**src/rtl/round_sequencer_pkg.sv**
```systemverilog
`default_nettype none
// ============================================================================
// Module   : round_sequencer_pkg
// Brief    : Shared state encodings, right-of-way/winner codes and timing
//            constants for the match/round sequencer.
// Revision : 1.0 - initial release
// ============================================================================
package round_sequencer_pkg;

    localparam int CLK_HZ  = 65_000_000;
    localparam int TIMER_W = 25;

    localparam logic [2:0] S_IDLE    = 3'd0;
    localparam logic [2:0] S_FIGHT   = 3'd1;
    localparam logic [2:0] S_CLASH   = 3'd2;
    localparam logic [2:0] S_KILL    = 3'd3;
    localparam logic [2:0] S_RESPAWN = 3'd4;
    localparam logic [2:0] S_ADVANCE = 3'd5;
    localparam logic [2:0] S_WIN     = 3'd6;

    typedef enum logic [2:0] {
        ST_IDLE    = S_IDLE,
        ST_FIGHT   = S_FIGHT,
        ST_CLASH   = S_CLASH,
        ST_KILL    = S_KILL,
        ST_RESPAWN = S_RESPAWN,
        ST_ADVANCE = S_ADVANCE,
        ST_WIN     = S_WIN
    } state_t;

    // Right-of-way and winner share one encoding
    localparam logic [1:0] ROW_NONE = 2'b00;
    localparam logic [1:0] ROW_L    = 2'b01;
    localparam logic [1:0] ROW_R    = 2'b10;

    // One board step towards +lim (up=1) or -lim (up=0), saturating at the limit
    function automatic logic signed [3:0] idx_step(input logic signed [3:0] idx,
                                                   input logic              up,
                                                   input logic signed [3:0] lim);
        logic signed [3:0] res;
        res = idx;
        if (up) begin
            if (idx != lim) res = idx + 4'sd1;
        end else begin
            if (idx != -lim) res = idx - 4'sd1;
        end
        return res;
    endfunction

endpackage
`default_nettype wire

```
**src/rtl/round_sequencer_if.sv**
```systemverilog
`default_nettype none
// ============================================================================
// Module   : round_sequencer_if
// Brief    : Event inputs and match outputs of the round sequencer.
//            SCORE_EN adds the kills_L/kills_R score counters.
// Revision : 1.0 - initial release
// ============================================================================
interface round_sequencer_if;

    logic              start;
    logic              dead_L;
    logic              dead_R;
    logic              collision;
    logic              exit_L;
    logic              exit_R;
    logic              freeze;
    logic              pos_reset;
    logic [1:0]        right_of_way;
    logic signed [3:0] board_idx;
    logic [1:0]        winner;
    logic [2:0]        state_dbg;
`ifdef SCORE_EN
    logic [7:0]        kills_L;
    logic [7:0]        kills_R;
`endif

`ifdef SCORE_EN
    modport master (
        output start, dead_L, dead_R, collision, exit_L, exit_R,
        input  freeze, pos_reset, right_of_way, board_idx, winner, state_dbg,
        input  kills_L, kills_R
    );
    modport slave (
        input  start, dead_L, dead_R, collision, exit_L, exit_R,
        output freeze, pos_reset, right_of_way, board_idx, winner, state_dbg,
        output kills_L, kills_R
    );
`else
    modport master (
        output start, dead_L, dead_R, collision, exit_L, exit_R,
        input  freeze, pos_reset, right_of_way, board_idx, winner, state_dbg
    );
    modport slave (
        input  start, dead_L, dead_R, collision, exit_L, exit_R,
        output freeze, pos_reset, right_of_way, board_idx, winner, state_dbg
    );
`endif

endinterface
`default_nettype wire

```
**src/rtl/round_sequencer_hold_timer.sv**
```systemverilog
`default_nettype none
// ============================================================================
// Module   : hold_timer
// Brief    : Loadable down-counter that stops at zero; done while at zero.
// Revision : 1.0 - initial release
// ============================================================================
module hold_timer #(
    parameter int WIDTH = 25
) (
    input  wire logic             clk,
    input  wire logic             reset,
    input  wire logic             load,
    input  wire logic [WIDTH-1:0] value,
    output logic                  done
);

    logic [WIDTH-1:0] r_count;

    always_ff @(posedge clk or negedge reset) begin
        if (!reset) begin
            r_count <= '0;
        end else if (load) begin
            r_count <= value;
        end else if (r_count != '0) begin
            r_count <= r_count - WIDTH'(1);
        end
    end

    assign done = (r_count == '0);

endmodule
`default_nettype wire

```
**src/rtl/round_sequencer.sv**
```systemverilog
`default_nettype none
// ============================================================================
// Module   : round_sequencer
// Brief    : Match/round FSM: turns hit/clash/exit events into freeze,
//            respawn, right-of-way, board index and winner.
//            Define SCORE_EN to add saturating per-player kill counters.
// Revision : 1.0 - initial release
// ============================================================================
module round_sequencer
    import round_sequencer_pkg::*;
#(
    parameter int KILL_HOLD    = 32_500_000,
    parameter int CLASH_HOLD   = 6_500_000,
    parameter int RESPAWN_HOLD = 13_000_000,
    parameter int BOARD_MAX    = 3
) (
    input  wire logic         clk,
    input  wire logic         reset,
    round_sequencer_if.slave  bus
);

    // A hold of N cycles loads N-1 so the state is occupied for exactly N cycles
    localparam logic [TIMER_W-1:0] c_kill_load    = TIMER_W'(KILL_HOLD - 1);
    localparam logic [TIMER_W-1:0] c_clash_load   = TIMER_W'(CLASH_HOLD - 1);
    localparam logic [TIMER_W-1:0] c_respawn_load = TIMER_W'(RESPAWN_HOLD - 1);
    localparam logic signed [3:0]  c_idx_max      = 4'(BOARD_MAX);
    localparam logic signed [3:0]  c_idx_min      = -c_idx_max;

    state_t            r_state;
    logic              r_freeze;
    logic              r_pos_reset;
    logic [1:0]        r_row;
    logic signed [3:0] r_board_idx;
    logic [1:0]        r_winner;

    logic               w_adv_L;
    logic               w_adv_R;
    logic               w_kill;
    logic               w_done;
    logic               w_load;
    logic [TIMER_W-1:0] w_load_value;

    assign w_adv_L = bus.exit_L && (r_row == ROW_L);
    assign w_adv_R = bus.exit_R && (r_row == ROW_R);
    assign w_kill  = bus.dead_L || bus.dead_R;

    // Timer is loaded on the same edge that enters a timed state
    always_comb begin
        w_load       = 1'b0;
        w_load_value = '0;
        case (r_state)
            ST_IDLE, ST_WIN: begin
                if (bus.start) begin
                    w_load       = 1'b1;
                    w_load_value = c_respawn_load;
                end
            end
            ST_FIGHT: begin
                if (!(w_adv_L || w_adv_R)) begin
                    if (w_kill) begin
                        w_load       = 1'b1;
                        w_load_value = c_kill_load;
                    end else if (bus.collision) begin
                        w_load       = 1'b1;
                        w_load_value = c_clash_load;
                    end
                end
            end
            ST_KILL: begin
                if (w_done) begin
                    w_load       = 1'b1;
                    w_load_value = c_respawn_load;
                end
            end
            ST_ADVANCE: begin
                if ((r_board_idx != c_idx_max) && (r_board_idx != c_idx_min)) begin
                    w_load       = 1'b1;
                    w_load_value = c_respawn_load;
                end
            end
            default: ;
        endcase
    end

    hold_timer #(
        .WIDTH (TIMER_W)
    ) u_hold_timer (
        .clk   (clk),
        .reset (reset),
        .load  (w_load),
        .value (w_load_value),
        .done  (w_done)
    );

    always_ff @(posedge clk or negedge reset) begin
        if (!reset) begin
            r_state     <= ST_IDLE;
            r_freeze    <= 1'b1;
            r_pos_reset <= 1'b1;
            r_row       <= ROW_NONE;
            r_board_idx <= '0;
            r_winner    <= ROW_NONE;
        end else begin
            case (r_state)
                ST_IDLE, ST_WIN: begin
                    if (bus.start) begin
                        r_state     <= ST_RESPAWN;
                        r_freeze    <= 1'b1;
                        r_pos_reset <= 1'b1;
                        r_row       <= ROW_NONE;
                        r_board_idx <= '0;
                        r_winner    <= ROW_NONE;
                    end
                end
                ST_FIGHT: begin
                    // Exit beats kill beats clash
                    if (w_adv_L) begin
                        r_state     <= ST_ADVANCE;
                        r_freeze    <= 1'b1;
                        r_board_idx <= idx_step(r_board_idx, 1'b1, c_idx_max);
                    end else if (w_adv_R) begin
                        r_state     <= ST_ADVANCE;
                        r_freeze    <= 1'b1;
                        r_board_idx <= idx_step(r_board_idx, 1'b0, c_idx_max);
                    end else if (w_kill) begin
                        r_state  <= ST_KILL;
                        r_freeze <= 1'b1;
                        if (bus.dead_L && bus.dead_R) r_row <= ROW_NONE;
                        else if (bus.dead_R)          r_row <= ROW_L;
                        else                          r_row <= ROW_R;
                    end else if (bus.collision) begin
                        r_state  <= ST_CLASH;
                        r_freeze <= 1'b1;
                    end
                end
                ST_CLASH: begin
                    if (w_done) begin
                        r_state  <= ST_FIGHT;
                        r_freeze <= 1'b0;
                    end
                end
                ST_KILL: begin
                    if (w_done) begin
                        r_state     <= ST_RESPAWN;
                        r_pos_reset <= 1'b1;
                    end
                end
                ST_RESPAWN: begin
                    if (w_done) begin
                        r_state     <= ST_FIGHT;
                        r_freeze    <= 1'b0;
                        r_pos_reset <= 1'b0;
                    end
                end
                ST_ADVANCE: begin
                    if (r_board_idx == c_idx_max) begin
                        r_state  <= ST_WIN;
                        r_winner <= ROW_L;
                    end else if (r_board_idx == c_idx_min) begin
                        r_state  <= ST_WIN;
                        r_winner <= ROW_R;
                    end else begin
                        r_state     <= ST_RESPAWN;
                        r_pos_reset <= 1'b1;
                    end
                end
                default: begin
                    r_state <= ST_IDLE;
                end
            endcase
        end
    end

    assign bus.freeze       = r_freeze;
    assign bus.pos_reset    = r_pos_reset;
    assign bus.right_of_way = r_row;
    assign bus.board_idx    = r_board_idx;
    assign bus.winner       = r_winner;
    assign bus.state_dbg    = r_state;

`ifdef SCORE_EN
    logic       r_kills_L;
    logic [7:0] r_kills_L_cnt;
    logic [7:0] r_kills_R_cnt;
    logic       w_kill_evt;
    logic       w_start_acc;

    assign r_kills_L   = 1'b0;
    assign w_kill_evt  = (r_state == ST_FIGHT) && !(w_adv_L || w_adv_R) && w_kill;
    assign w_start_acc = ((r_state == ST_IDLE) || (r_state == ST_WIN)) && bus.start;

    // The survivor scores: dead_R credits L, dead_L credits R
    always_ff @(posedge clk or negedge reset) begin
        if (!reset) begin
            r_kills_L_cnt <= '0;
            r_kills_R_cnt <= '0;
        end else if (w_start_acc) begin
            r_kills_L_cnt <= '0;
            r_kills_R_cnt <= '0;
        end else if (w_kill_evt) begin
            if (bus.dead_R && (r_kills_L_cnt != 8'hFF)) r_kills_L_cnt <= r_kills_L_cnt + 8'd1;
            if (bus.dead_L && (r_kills_R_cnt != 8'hFF)) r_kills_R_cnt <= r_kills_R_cnt + 8'd1;
        end
    end

    assign bus.kills_L = r_kills_L_cnt;
    assign bus.kills_R = r_kills_R_cnt;
`endif

endmodule
`default_nettype wire

```
**src/flat_wrapper.sv**
```systemverilog
// flat-port wrapper written by rule: the top's interface ports become plain ports
module round_sequencer_flat import round_sequencer_pkg::*;
#(
    parameter int KILL_HOLD    = 32_500_000,
    parameter int CLASH_HOLD   = 6_500_000,
    parameter int RESPAWN_HOLD = 13_000_000,
    parameter int BOARD_MAX    = 3
)
  (clk, reset, bus_start, bus_dead_L, bus_dead_R, bus_collision, bus_exit_L, bus_exit_R, bus_freeze, bus_pos_reset, bus_right_of_way, bus_board_idx, bus_winner, bus_state_dbg);
  round_sequencer_if bus_i ();
  input  wire logic clk;
  input  wire logic reset;
  input wire logic [$bits(bus_i.start)-1:0] bus_start;
  input wire logic [$bits(bus_i.dead_L)-1:0] bus_dead_L;
  input wire logic [$bits(bus_i.dead_R)-1:0] bus_dead_R;
  input wire logic [$bits(bus_i.collision)-1:0] bus_collision;
  input wire logic [$bits(bus_i.exit_L)-1:0] bus_exit_L;
  input wire logic [$bits(bus_i.exit_R)-1:0] bus_exit_R;
  output wire logic [$bits(bus_i.freeze)-1:0] bus_freeze;
  output wire logic [$bits(bus_i.pos_reset)-1:0] bus_pos_reset;
  output wire logic [$bits(bus_i.right_of_way)-1:0] bus_right_of_way;
  output wire logic [$bits(bus_i.board_idx)-1:0] bus_board_idx;
  output wire logic [$bits(bus_i.winner)-1:0] bus_winner;
  output wire logic [$bits(bus_i.state_dbg)-1:0] bus_state_dbg;
  assign bus_i.start = bus_start;
  assign bus_i.dead_L = bus_dead_L;
  assign bus_i.dead_R = bus_dead_R;
  assign bus_i.collision = bus_collision;
  assign bus_i.exit_L = bus_exit_L;
  assign bus_i.exit_R = bus_exit_R;
  assign bus_freeze = bus_i.freeze;
  assign bus_pos_reset = bus_i.pos_reset;
  assign bus_right_of_way = bus_i.right_of_way;
  assign bus_board_idx = bus_i.board_idx;
  assign bus_winner = bus_i.winner;
  assign bus_state_dbg = bus_i.state_dbg;
  round_sequencer #(.KILL_HOLD(KILL_HOLD), .CLASH_HOLD(CLASH_HOLD), .RESPAWN_HOLD(RESPAWN_HOLD), .BOARD_MAX(BOARD_MAX)) u_core (.clk(clk), .reset(reset), .bus(bus_i));
endmodule
```
**config.mk**
```make
export PLATFORM = sky130hd
export DESIGN_NAME = round_sequencer_flat
export DESIGN_NICKNAME = d
export VERILOG_FILES = /design/src/rtl/round_sequencer_pkg.sv /design/src/rtl/round_sequencer_if.sv /design/src/rtl/round_sequencer_hold_timer.sv /design/src/rtl/round_sequencer.sv /design/src/flat_wrapper.sv
export SDC_FILE = /design/constraint.sdc
export NUM_CORES = 1
export LEC_CHECK = 0
export CAP_MARGIN = 5
export CORE_MARGIN = 2
export CORE_UTILIZATION = 53
export DETAILED_ROUTE_END_ITERATION = 12
export PLACE_DENSITY = 0.77
export SYNTH_ARGS = -nofsm -noshare
export SYNTH_HDL_FRONTEND = slang
export SYNTH_HIERARCHICAL = 1
export SYNTH_SLANG_ARGS = --single-unit
```
**constraint.sdc**
```tcl
create_clock -name clk -period 3.09 [get_ports clk]
set_clock_uncertainty 0.05 [all_clocks]
set_input_delay 0.4635 -clock clk [delete_from_list [all_inputs] [get_ports clk]]
set_output_delay 0.4635 -clock clk [all_outputs]
set_load 0.01 [all_outputs]
```
---- Yosys cells after proc, flatten, opt, wreduce, memory -nomap -nowiden ----
Cells that the tools add are included.
storage, ports and cells
  flip-flop bits (word level) ............. 38
  input bits .............................. 8
  word-level logic and storage cells ...... 111
operators by class
  add/sub/neg operators ................... 3
  equality and inequality tests ........... 26
  mux-type cells .......................... 53
  reductions and logical operators ........ 22
operators by type and width
  kind                                                                     count
  25-bit two-way mux                                                       4
  25-bit case mux with 4 select lines                                      1
  24-bit two-way mux                                                       3
  25-bit logical NOT                                                       1
  25-bit nonzero test                                                      1
  25-bit by 1-bit subtractor with 25-bit output, second input constant     1
  3-bit two-way mux                                                        8
  23-bit two-way mux                                                       1
  4-bit two-way mux                                                        5
  2-bit two-way mux                                                        9
  1-bit two-way mux                                                        15
  3-bit case mux with 5 select lines                                       1
  2-bit inequality test, second input constant                             7
  5-bit AND reduction                                                      2
  3-bit == test, second input constant                                     3
  3-bit by 1-bit inequality test with 1-bit output, second input constant  3
  4-bit by 3-bit == test with 1-bit output, second input constant          2
  4-bit by 3-bit inequality test with 1-bit output, second input constant  2
  1-bit case mux with 4 select lines                                       2
  2-bit case mux with 2 select lines                                       2
  4-bit case mux with 2 select lines                                       1
  4-bit AND reduction                                                      2
  3-bit by 2-bit == test with 1-bit output, second input constant          2
  6-bit AND reduction                                                      1
  other kinds (17)                                                         25

---- Logic depth before layout (Yosys ltp) ----
Gate-level depths: netlist of run 1.
  word-level depth ........................ 6
  gate-level depth with buffers ........... 14

---- By module ----
The synthesis of run 1 kept the hierarchy.
by module, submodules not included
  module           instances  cells each  area an instance (sq um)  sequential area each (sq um)
  hold_timer       1          152         1477.7                    625.6
  round_sequencer  1          122         1108.6                    327.8

---- Worst setup path before layout of run 1 ----
No wires, ideal clock.
  path type ............................... register to register
  start point ............................. register u_core.u_hold_timer.r_count[13]
  end point ............................... register u_core.u_hold_timer.r_count[17]
  setup time .............................. 0.095 ns
  arrival ................................. 3.046 ns
  slack ................................... -0.101 ns
  stages on the path, launching flop included .. 13
  cell sequence ........................... dfrtp_1 > or4_4 > nand2b_4 > nor3_4 > buf_2 > a21boi_0 > o21bai_1 > o211a_1 > o21ai_0 > clkbuf_1 > clkbuf_1 > nand2_1 > o31ai_1
between the ends
  word-level cells in the longest chain between the ends .. 4
  elaborated cells between the ends (all ways) .. 10
  classes of those cells .................. 1 x add/sub; 6 x mux; 3 x reduce/logical
RTL lines
  item                                                             line                              RTL
  start: declaration                                               round_sequencer_hold_timer.sv:17  logic [WIDTH-1:0] r_count;
  start signal: assignment                                         round_sequencer_hold_timer.sv:23  r_count <= value;
  start signal: assignment                                         round_sequencer_hold_timer.sv:25  r_count <= r_count - WIDTH'(1);
  25-bit logical NOT *                                             round_sequencer_hold_timer.sv:29  assign done = (r_count == '0);
  named net u_core.w_done                                          round_sequencer.sv:39             logic w_done;
  1-bit two-way mux *                                              round_sequencer.sv:70             if (w_done) begin
  1-bit case mux with 4 select lines *                             round_sequencer.sv:51             case (r_state)
  named net u_core.w_load                                          round_sequencer.sv:40             logic w_load;
  25-bit two-way mux / 2-bit nonzero test (equally long branches)  n/a
Mark *: on every way through the listed nets, which the timed path passes. The rest lies on a longest branch. The select of a mux whose other input is x is not followed.
A chain may end at the register's enable or synchronous reset.

---- Worst setup path after layout of run 1 ----
  start point ............................. register u_core.u_hold_timer.r_count[13]
  end point ............................... register u_core.u_hold_timer.r_count[14]
The elaborated chain is that of the path after synthesis.

==> metrics.txt, run 1 <==
# TYPE chip_impl_metric gauge
chip_impl_metric{name="cts_buffers",unit=""} 5
chip_impl_metric{name="wl",unit="µm"} 5660
chip_impl_metric{name="synthDominantCellAreaShare",unit="%"} 34.8
chip_impl_metric{name="hold_violations",unit=""} 0
chip_impl_metric{name="layout_worst_path_cycle_share",unit="%"} 94.0
chip_impl_metric{name="critPathBufInv",unit=""} 0
chip_impl_metric{name="ys_async_sr_fraction",unit="%"} 100
chip_impl_metric{name="finalMaxSlewViolations",unit=""} 0
chip_impl_metric{name="place.detailed.instances",unit=""} 358
chip_impl_metric{name="postCtsSetupBuffers",unit=""} 0
chip_impl_metric{name="cts.sinks",unit=""} 38
chip_impl_metric{name="number_of_flops_mapped_to_enable_cells_by_yosys",unit=""} 0
chip_impl_metric{name="synth-seq-cells",unit=""} 38
chip_impl_metric{name="tightest_slew_margin_relative_to_the_limit",unit="%"} 25.1
chip_impl_metric{name="worst_skew_pair.late_latency",unit="ps"} 290
chip_impl_metric{name="die_w",unit="µm"} 73.9
chip_impl_metric{name="antenna_found_initial",unit=""} 0
chip_impl_metric{name="final_nets",unit=""} 311
chip_impl_metric{name="post_route_cells_drive_above_1_share",unit="%"} 15.4
chip_impl_metric{name="max_freq",unit="GHz"} 0.344
chip_impl_metric{name="power_switching",unit="mW"} 0.202
chip_impl_metric{name="synth-warning-count",unit=""} 6
chip_impl_metric{name="max_cap_violations",unit=""} 0
chip_impl_metric{name="crit_path_max_incr_delay",unit="ps"} 570
chip_impl_info{name="min_path_type",value="input port to asynchronous set/reset pin"} 1
chip_impl_metric{name="static-leakage-power",unit="nW"} 1.14
chip_impl_info{name="cts_tree",value="done"} 1
chip_impl_metric{name="syn_avg_cell_area",unit="µm²"} 9.44
chip_impl_metric{name="clkPwrFrac",unit="%"} 37.0
chip_impl_metric{name="floorplan.io_pins",unit=""} 21
chip_impl_metric{name="grt_start_max_net_pins",unit=""} 39
chip_impl_metric{name="worstSetupPathDepth",unit=""} 9
chip_impl_metric{name="reg2reg_depth",unit=""} 9
chip_impl_metric{name="postCtsResizedCells",unit=""} 0
chip_impl_metric{name="p_comb_share",unit="%"} 5.3
chip_impl_metric{name="n_antenna_cell",unit=""} 0
chip_impl_info{name="netlist_top_cells_area",value="sky130_fd_sc_hd__dfrtp_1, sky130_fd_sc_hd__xnor2_1, sky130_fd_sc_hd__nand2_1"} 1
chip_impl_metric{name="critical_path.max_fanout",unit=""} 14
chip_impl_metric{name="setup-violations-final",unit=""} 0
chip_impl_metric{name="fin_hold_ws",unit="ps"} 223
chip_impl_metric{name="syn-instance-count",unit=""} 274
chip_impl_info{name="regToRegEndpoint",value="u_core/u_hold_timer/r_count[14]$_DFFE_PN0P_"} 1
chip_impl_metric{name="route.detailed.vias_per_inst",unit=""} 5.94
chip_impl_metric{name="critical_path_arrival",unit="ps"} 3020
chip_impl_metric{name="pwr-share-seq",unit="%"} 57.7
chip_impl_metric{name="vdd_drop_max",unit="V"} 0.000225
chip_impl_info{name="critical_path.cell_chain",value="or4_4 > nand2b_4 > nor3_4 > a21boi_0 > o21bai_1 > o211a_1 > o21ai_2 > or2_2 > o21ai_0"} 1
chip_impl_metric{name="ctsHtreeMaxLevel",unit=""} 2
chip_impl_metric{name="globalplace.congestion",unit=""} 0.848
chip_impl_metric{name="syn_to_final_growth",unit="%"} 13.6
chip_impl_info{name="ctsRootBufferMaster",value="sky130_fd_sc_hd__clkbuf_8"} 1
chip_impl_metric{name="power-per-cell-area",unit="mW/mm²"} 297
chip_impl_metric{name="cts_max_path_buffers",unit=""} 2
chip_impl_metric{name="dr.first_iter.drc_count",unit=""} 155
chip_impl_info{name="worstReg2RegStart",value="u_core/u_hold_timer/r_count[13]$_DFFE_PN0P_"} 1
chip_impl_metric{name="post-route-min-period",unit="ps"} 2910
chip_impl_metric{name="clkSlewWorstSetupHoldPaths",unit="ps"} 70
chip_impl_metric{name="globalRouteOverflowTotal",unit=""} 0
chip_impl_metric{name="internal_power",unit="mW"} 0.671
chip_impl_metric{name="finish.cell_count_without_fillers",unit=""} 365
chip_impl_info{name="cp_top_family",value="simple AND/OR/NAND/NOR gates"} 1
chip_impl_metric{name="synth_sequential_area_ratio",unit="%"} 36.9
chip_impl_metric{name="drcViolationCount",unit=""} 0
chip_impl_metric{name="synth_area",unit="mm²"} 0.00259
chip_impl_info{name="grt_setup_unrepaired",value="no"} 1
chip_impl_metric{name="starting_density_of_the_core",unit="%"} 54.8
chip_impl_metric{name="required",unit="ps"} 3210
chip_impl_metric{name="die_area",unit="mm²"} 0.00545
chip_impl_metric{name="antenna_violating_nets_remaining",unit=""} 0
chip_impl_info{name="outcome",value="finished, final reports clean"} 1
chip_impl_metric{name="total_power",unit="mW"} 0.873
chip_impl_metric{name="global_route_usage_over_all_layers",unit="%"} 23.2
chip_impl_metric{name="post_dp_cell_area",unit="mm²"} 0.00286
chip_impl_metric{name="synth_cell_types",unit=""} 70
chip_impl_info{name="critPathSlowestCell",value="sky130_fd_sc_hd__or4_4"} 1
chip_impl_metric{name="buffer_ports.inserted",unit=""} 20
chip_impl_metric{name="firstDrtPassIters",unit=""} 5
chip_impl_info{name="critical_path_endpoint_category",value="flip-flop"} 1
chip_impl_metric{name="r2r_slack",unit="ps"} 180
chip_impl_metric{name="power.switching_fraction",unit="%"} 23.1
chip_impl_metric{name="wire_per_inst",unit="µm"} 15.5
chip_impl_metric{name="global_route_wire_length_before_repair",unit="µm"} 9780
chip_impl_info{name="yosys.area.top_type",value="sky130_fd_sc_hd__dfrtp_1"} 1
chip_impl_metric{name="die-height",unit="µm"} 73.9
chip_impl_info{name="timing_worst_setup_path_type",value="flip-flop to flip-flop"} 1
chip_impl_info{name="ys_dominant_reg_cell",value="sky130_fd_sc_hd__dfrtp_1"} 1
chip_impl_metric{name="hold_buffers",unit=""} 0
chip_impl_metric{name="slew_at_the_pin_with_the_worst_max_slew_slack",unit="ps"} 1110
chip_impl_metric{name="via_count",unit=""} 2167
chip_impl_metric{name="core.rowCount",unit=""} 25
chip_impl_metric{name="vias_in_the_first_global_route",unit=""} 2082
chip_impl_metric{name="place_hpwl",unit="µm"} 4120
chip_impl_info{name="timing.critical_path.from_type",value="flip-flop"} 1
chip_impl_metric{name="floorplan.core_area",unit="mm²"} 0.00472
chip_impl_metric{name="fin_setup_tns",unit="ps"} 0
chip_impl_metric{name="final_cell_area",unit="mm²"} 0.00294
-- registers in the layout (all words and copies together), names as in the netlist --
| name | cells |
|---|---|
| u_core/bus.state_dbg | 3 |
| u_core/bus.pos_reset | 1 |
| u_core/u_hold_timer/r_count | 25 |
| u_core/bus.board_idx | 4 |
| u_core/bus.winner | 2 |
| u_core/bus.right_of_way | 2 |
| u_core/bus.freeze | 1 |
-- layer usage --
layer | share of wire (%) | GRT usage [%] | wire, µm | vias up
met5 | 0 | 0 | 0 | -
met4 | 1.4 | 7.47 | 77 | 0
met3 | 3.9 | 4.25 | 223 | 9
met2 | 49 | 37.9 | 2800 | 56
met1 | 45 | 31.2 | 2560 | 1050
li1 | - | - | - | 1052
-- synthesized netlist by cell type (2+ instances only) --
cell type,count
sky130_fd_sc_hd__a21boi_0,2
sky130_fd_sc_hd__a21oi_1,9
sky130_fd_sc_hd__a221oi_1,2
sky130_fd_sc_hd__a22oi_1,2
sky130_fd_sc_hd__a31oi_1,2
sky130_fd_sc_hd__and3_1,2
sky130_fd_sc_hd__and3b_1,3
sky130_fd_sc_hd__buf_2,5
sky130_fd_sc_hd__clkbuf_1,3
sky130_fd_sc_hd__dfrtp_1,36
sky130_fd_sc_hd__dfstp_2,2
sky130_fd_sc_hd__ha_1,4
sky130_fd_sc_hd__inv_1,8
sky130_fd_sc_hd__mux2_2,3
sky130_fd_sc_hd__mux2_4,2
sky130_fd_sc_hd__mux2i_1,4
sky130_fd_sc_hd__nand2_1,30
sky130_fd_sc_hd__nand2b_1,3
sky130_fd_sc_hd__nand3_1,3
sky130_fd_sc_hd__nand3b_1,3
sky130_fd_sc_hd__nand4_1,2
sky130_fd_sc_hd__nor2_1,18
sky130_fd_sc_hd__nor2b_1,5
sky130_fd_sc_hd__nor3_1,9
sky130_fd_sc_hd__nor3_4,2
sky130_fd_sc_hd__nor4_1,6
sky130_fd_sc_hd__nor4_2,3
sky130_fd_sc_hd__o21ai_0,15
sky130_fd_sc_hd__o21ai_1,7
sky130_fd_sc_hd__o21bai_1,3
sky130_fd_sc_hd__o31a_1,2
sky130_fd_sc_hd__o31ai_1,12
sky130_fd_sc_hd__or2_2,2
sky130_fd_sc_hd__or3_1,3
sky130_fd_sc_hd__or4_1,2
sky130_fd_sc_hd__xnor2_1,19
sky130_fd_sc_hd__xor2_1,3
-- layout by cell type (no fill, tap or decap), drive strengths merged, types with 9 or more instances in the layout --
master         Yosys  routed
nor3              11      11
nor4              10      10
nor2              18      18
clkdlybuf4s50      0      19
o21ai             23      23
nand2             30      30
dfrtp             36      36
xnor2             19      19
o31ai             12      12
a21oi              9       9
-- worst max-delay path by stage --
| stage | from | to | slack, ps |
|---|---|---|---|
| 6_report | u_core/u_hold_timer/r_count[13]$_DFFE_PN0P_ | u_core/u_hold_timer/r_count[14]$_DFFE_PN0P_ | 180 |
| 5_1_grt | u_core/u_hold_timer/r_count[13]$_DFFE_PN0P_ | u_core/u_hold_timer/r_count[14]$_DFFE_PN0P_ | 50 |
| 4_1_cts | u_core/u_hold_timer/r_count[13]$_DFFE_PN0P_ | u_core/u_hold_timer/r_count[13]$_DFFE_PN0P_ | 200 |
| 3_5_place_dp | u_core/u_hold_timer/r_count[13]$_DFFE_PN0P_ | u_core/u_hold_timer/r_count[13]$_DFFE_PN0P_ | 210 |
| 3_3_place_gp | u_core/u_hold_timer/r_count[13]$_DFFE_PN0P_ | u_core/u_hold_timer/r_count[11]$_DFFE_PN0P_ | 320 |
| 2_1_floorplan | u_core/u_hold_timer/r_count[13]$_DFFE_PN0P_ | u_core/u_hold_timer/r_count[1]$_DFFE_PN0P_ | 20 |
-- metrics by stage --
stage / worst slack, ps / utilization [%]
floorplan: 24.0 / -
global placement: 321 / 60.6
detailed placement: 215 / 60.6
CTS: 198 / 62.2
global route: 45.8 / 62.2
finish: 185 / 62.2
-- area by class of cell --
class                           instances  area, µm²
Fill cell                             405       1780
Clock buffer                            5       68.8
Tap cell                               67       83.8
Clock inverter                          2       10.0
Multi-Input combinational cell        218       1550
Timing Repair Buffer                   27        248
Sequential cell                        38        953
Inverter                                8       30.0
-- kinds of logic after synthesis --
logic type	Yosys count	synth area share, %
AOI/OAI and AO/OA	70	18.9
xor gates and xnor gates	22	7.45
adders and majority gates	5	2.71
buffers and inverters	19	3.68
DFF	38	36.9
muxes	9	4.02
other	1	0.145
and+or+nand+nor	110	26.3
-- power by group through the flow --
stage	Sequential, mW	Combinational, mW	Clock (mW)
global route	0.504	0.0524	0.361
floorplan	0.513	0.0169	0
finish	0.504	0.0465	0.323
CTS	0.504	0.0472	0.329
detailed placement	0.513	0.0471	0
global placement	0.513	0.0464	0
No activity file was read; power rests on OpenSTA's default activity.
==> run 2, diff against run 1 <==
ABC_CLOCK_PERIOD_IN_PS = 3090   (was unset)
REMOVE_ABC_BUFFERS = 1   (was unset)
==> run 2 against run 1 <==
Net effect:
- total power is 4.3% higher
- non-clock buffer count did not move
- sequential cell count stayed put
- worst hold slack better by 15 ps
- cell count up 0.27%
- design area increased by 0.43%
- first-iteration DRC count is 28% lower
- register-to-register slack improved by 40 ps
- sequential power is essentially flat
==> metrics.txt, run 2 (same netlist as run 1, synthesis figures left out) <==
# TYPE chip_impl_metric gauge
chip_impl_info{name="outcome",value="finished, final reports clean"} 1
chip_impl_metric{name="buffer_ports.inserted",unit=""} 20
chip_impl_metric{name="die_w",unit="µm"} 73.9
chip_impl_metric{name="reg2reg_depth",unit=""} 10
chip_impl_metric{name="critical_path_arrival",unit="ps"} 2990
chip_impl_metric{name="crit_path_max_incr_delay",unit="ps"} 560
chip_impl_metric{name="die_area",unit="mm²"} 0.00545
chip_impl_metric{name="drcViolationCount",unit=""} 0
chip_impl_info{name="critical_path.cell_chain",value="or4_4 > nand2b_4 > nor3_4 > a21boi_0 > o21bai_1 > o211a_1 > o21ai_2 > buf_4 > nor2b_1 > a21oi_1"} 1
chip_impl_metric{name="wl",unit="µm"} 5840
chip_impl_info{name="ctsRootBufferMaster",value="sky130_fd_sc_hd__clkbuf_8"} 1
chip_impl_metric{name="finalMaxSlewViolations",unit=""} 0
chip_impl_metric{name="globalplace.congestion",unit=""} 0.821
chip_impl_metric{name="vdd_drop_max",unit="V"} 0.000174
chip_impl_metric{name="starting_density_of_the_core",unit="%"} 54.8
chip_impl_info{name="layout.cells.most_common",value="sky130_fd_sc_hd__dfrtp_1"} 1
chip_impl_metric{name="via_count",unit=""} 2104
chip_impl_metric{name="required",unit="ps"} 3220
chip_impl_info{name="timing_worst_setup_path_type",value="flip-flop to flip-flop"} 1
chip_impl_metric{name="antenna_violating_nets_remaining",unit=""} 0
chip_impl_info{name="top_register",value="u_core/u_hold_timer/r_count"} 1
chip_impl_metric{name="floorplan.core_area",unit="mm²"} 0.00472
chip_impl_metric{name="setup-violations-final",unit=""} 0
chip_impl_metric{name="total_power",unit="mW"} 0.911
chip_impl_info{name="regToRegEndpoint",value="u_core/u_hold_timer/r_count[5]$_DFFE_PN0P_"} 1
chip_impl_metric{name="fin_hold_ws",unit="ps"} 238
chip_impl_metric{name="dr.first_iter.drc_count",unit=""} 112
chip_impl_metric{name="globalRouteOverflowTotal",unit=""} 0
chip_impl_metric{name="final_nets",unit=""} 311
chip_impl_metric{name="antenna_found_initial",unit=""} 0
chip_impl_metric{name="route.detailed.vias_per_inst",unit=""} 5.75
chip_impl_metric{name="dp_slack",unit="ps"} 231
chip_impl_metric{name="tightest_slew_margin_relative_to_the_limit",unit="%"} 32.3
chip_impl_metric{name="n_antenna_cell",unit=""} 0
chip_impl_metric{name="hold_violations",unit=""} 0
chip_impl_metric{name="slew_at_the_pin_with_the_worst_max_slew_slack",unit="ps"} 1000
chip_impl_metric{name="clkSlewWorstSetupHoldPaths",unit="ps"} 80
chip_impl_metric{name="floorplan.io_pins",unit=""} 21
chip_impl_info{name="layout.cells.most_common_list",value="sky130_fd_sc_hd__dfrtp_1, sky130_fd_sc_hd__nand2_1, sky130_fd_sc_hd__clkdlybuf4s50_1, sky130_fd_sc_hd__xnor2_1, sky130_fd_sc_hd__nor2_1"} 1
chip_impl_info{name="worstReg2RegStart",value="u_core/u_hold_timer/r_count[13]$_DFFE_PN0P_"} 1
chip_impl_metric{name="max_cap_violations",unit=""} 0
chip_impl_metric{name="post_route_cells_drive_above_1_share",unit="%"} 15.4
chip_impl_metric{name="post-route-min-period",unit="ps"} 2860
chip_impl_metric{name="wire_per_inst",unit="µm"} 15.9
chip_impl_info{name="cts_tree",value="done"} 1
chip_impl_metric{name="worst_skew_pair.late_latency",unit="ps"} 290
chip_impl_metric{name="ctsHtreeMaxLevel",unit=""} 2
chip_impl_metric{name="cts.sinks",unit=""} 38
chip_impl_metric{name="finish.cell_count_without_fillers",unit=""} 366
chip_impl_metric{name="postCtsResizedCells",unit=""} 0
chip_impl_metric{name="r2r_slack",unit="ps"} 230
chip_impl_metric{name="die-height",unit="µm"} 73.9
chip_impl_info{name="critPathSlowestCell",value="sky130_fd_sc_hd__or4_4"} 1
chip_impl_info{name="timing.critical_path.from_type",value="flip-flop"} 1
chip_impl_metric{name="global_route_wire_length_before_repair",unit="µm"} 9660
chip_impl_metric{name="cts_buffers",unit=""} 5
chip_impl_info{name="grt_setup_unrepaired",value="no"} 1
chip_impl_metric{name="firstDrtPassIters",unit=""} 4
chip_impl_metric{name="layout_worst_path_cycle_share",unit="%"} 92.6
chip_impl_metric{name="place.detailed.instances",unit=""} 358
chip_impl_metric{name="place_hpwl",unit="µm"} 4180
chip_impl_metric{name="grt_start_max_net_pins",unit=""} 39
chip_impl_metric{name="cts_max_path_buffers",unit=""} 2
chip_impl_metric{name="worstSetupPathDepth",unit=""} 10
chip_impl_info{name="setup.worst_path.start",value="u_core/u_hold_timer/r_count[13]$_DFFE_PN0P_"} 1
chip_impl_info{name="critPathCapture",value="u_core/u_hold_timer/r_count[5]$_DFFE_PN0P_"} 1
chip_impl_metric{name="critical_path.max_fanout",unit=""} 19
chip_impl_metric{name="timing.final.ws_setup",unit="ps"} 228
chip_impl_metric{name="hold_buffers",unit=""} 0
chip_impl_metric{name="global_route_usage_over_all_layers",unit="%"} 23.2
chip_impl_info{name="min_path_type",value="input port to asynchronous set/reset pin"} 1
chip_impl_metric{name="max_freq",unit="GHz"} 0.349
chip_impl_metric{name="vias_in_the_first_global_route",unit=""} 2003
chip_impl_metric{name="postCtsSetupBuffers",unit=""} 0
chip_impl_metric{name="power-per-cell-area",unit="mW/mm²"} 309
chip_impl_info{name="cp_top_family",value="simple AND/OR/NAND/NOR gates"} 1
chip_impl_metric{name="static-leakage-power",unit="nW"} 1.14
chip_impl_metric{name="core.rowCount",unit=""} 25
chip_impl_metric{name="critPathBufInv",unit=""} 1
chip_impl_metric{name="largest_register_ffs",unit=""} 25
chip_impl_metric{name="syn_to_final_growth",unit="%"} 14.1
chip_impl_info{name="critical_path_endpoint_category",value="flip-flop"} 1
-- run 2: changes by cell type in the layout (fill, tap and decap cells not counted) --
| cell | delta |
|---|---|
| sky130_fd_sc_hd__clkinv_2 | -1 |
| sky130_fd_sc_hd__clkbuf_1 | +1 |
| sky130_fd_sc_hd__clkbuf_8 | +1 |
-- run 2: power by group --
part	switching (mW)	leakage (nW)	internal (mW)
logic	0.0269	0.660	0.0199
registers	0.00434	0.434	0.500
clock network	0.180	0.0482	0.180
-- run 2: layer usage --
metal / up-vias / GRT usage [%] / share of wire [%]
met1: 1013 / 31.4 / 46
li1: 1048 / - / -
met3: 4 / 4.53 / 3.6
met2: 39 / 38.0 / 50
met5: - / 0 / 0
met4: 0 / 5.66 / 0.51
-- run 2: worst min-delay path by stage --
stage | endpoint | slack (ps)
2_1_floorplan | u_core/bus.board_idx[0]$_DFFE_PN0P_ | 120
3_3_place_gp | u_core/bus.winner[0]$_DFFE_PN0P_ | 430
3_5_place_dp | u_core/bus.winner[0]$_DFFE_PN0P_ | 440
4_1_cts | u_core/u_hold_timer/r_count[0]$_DFFE_PN0P_ | 260
5_1_grt | u_core/u_hold_timer/r_count[6]$_DFFE_PN0P_ | 300
6_report | u_core/u_hold_timer/r_count[3]$_DFFE_PN0P_ | 240
-- run 2: area by class of cell --
type,count,area (µm²)
Fill cell,398,1770
Multi-Input combinational cell,218,1550
Sequential cell,38,953
Timing Repair Buffer,27,248
Clock buffer,7,86.3
Tap cell,67,83.8
Inverter,8,30.0
Clock inverter,1,5.00
-- run 2: metrics by stage --
step	util [%]	cell area (µm²)	TNS [ps]
final	62.5	2950	0
after global routing	62.5	2950	0
after CTS	62.5	2950	0
after detailed placement	60.6	2860	0
after global placement	60.6	2860	0
after floorplan	-	2520	-17480
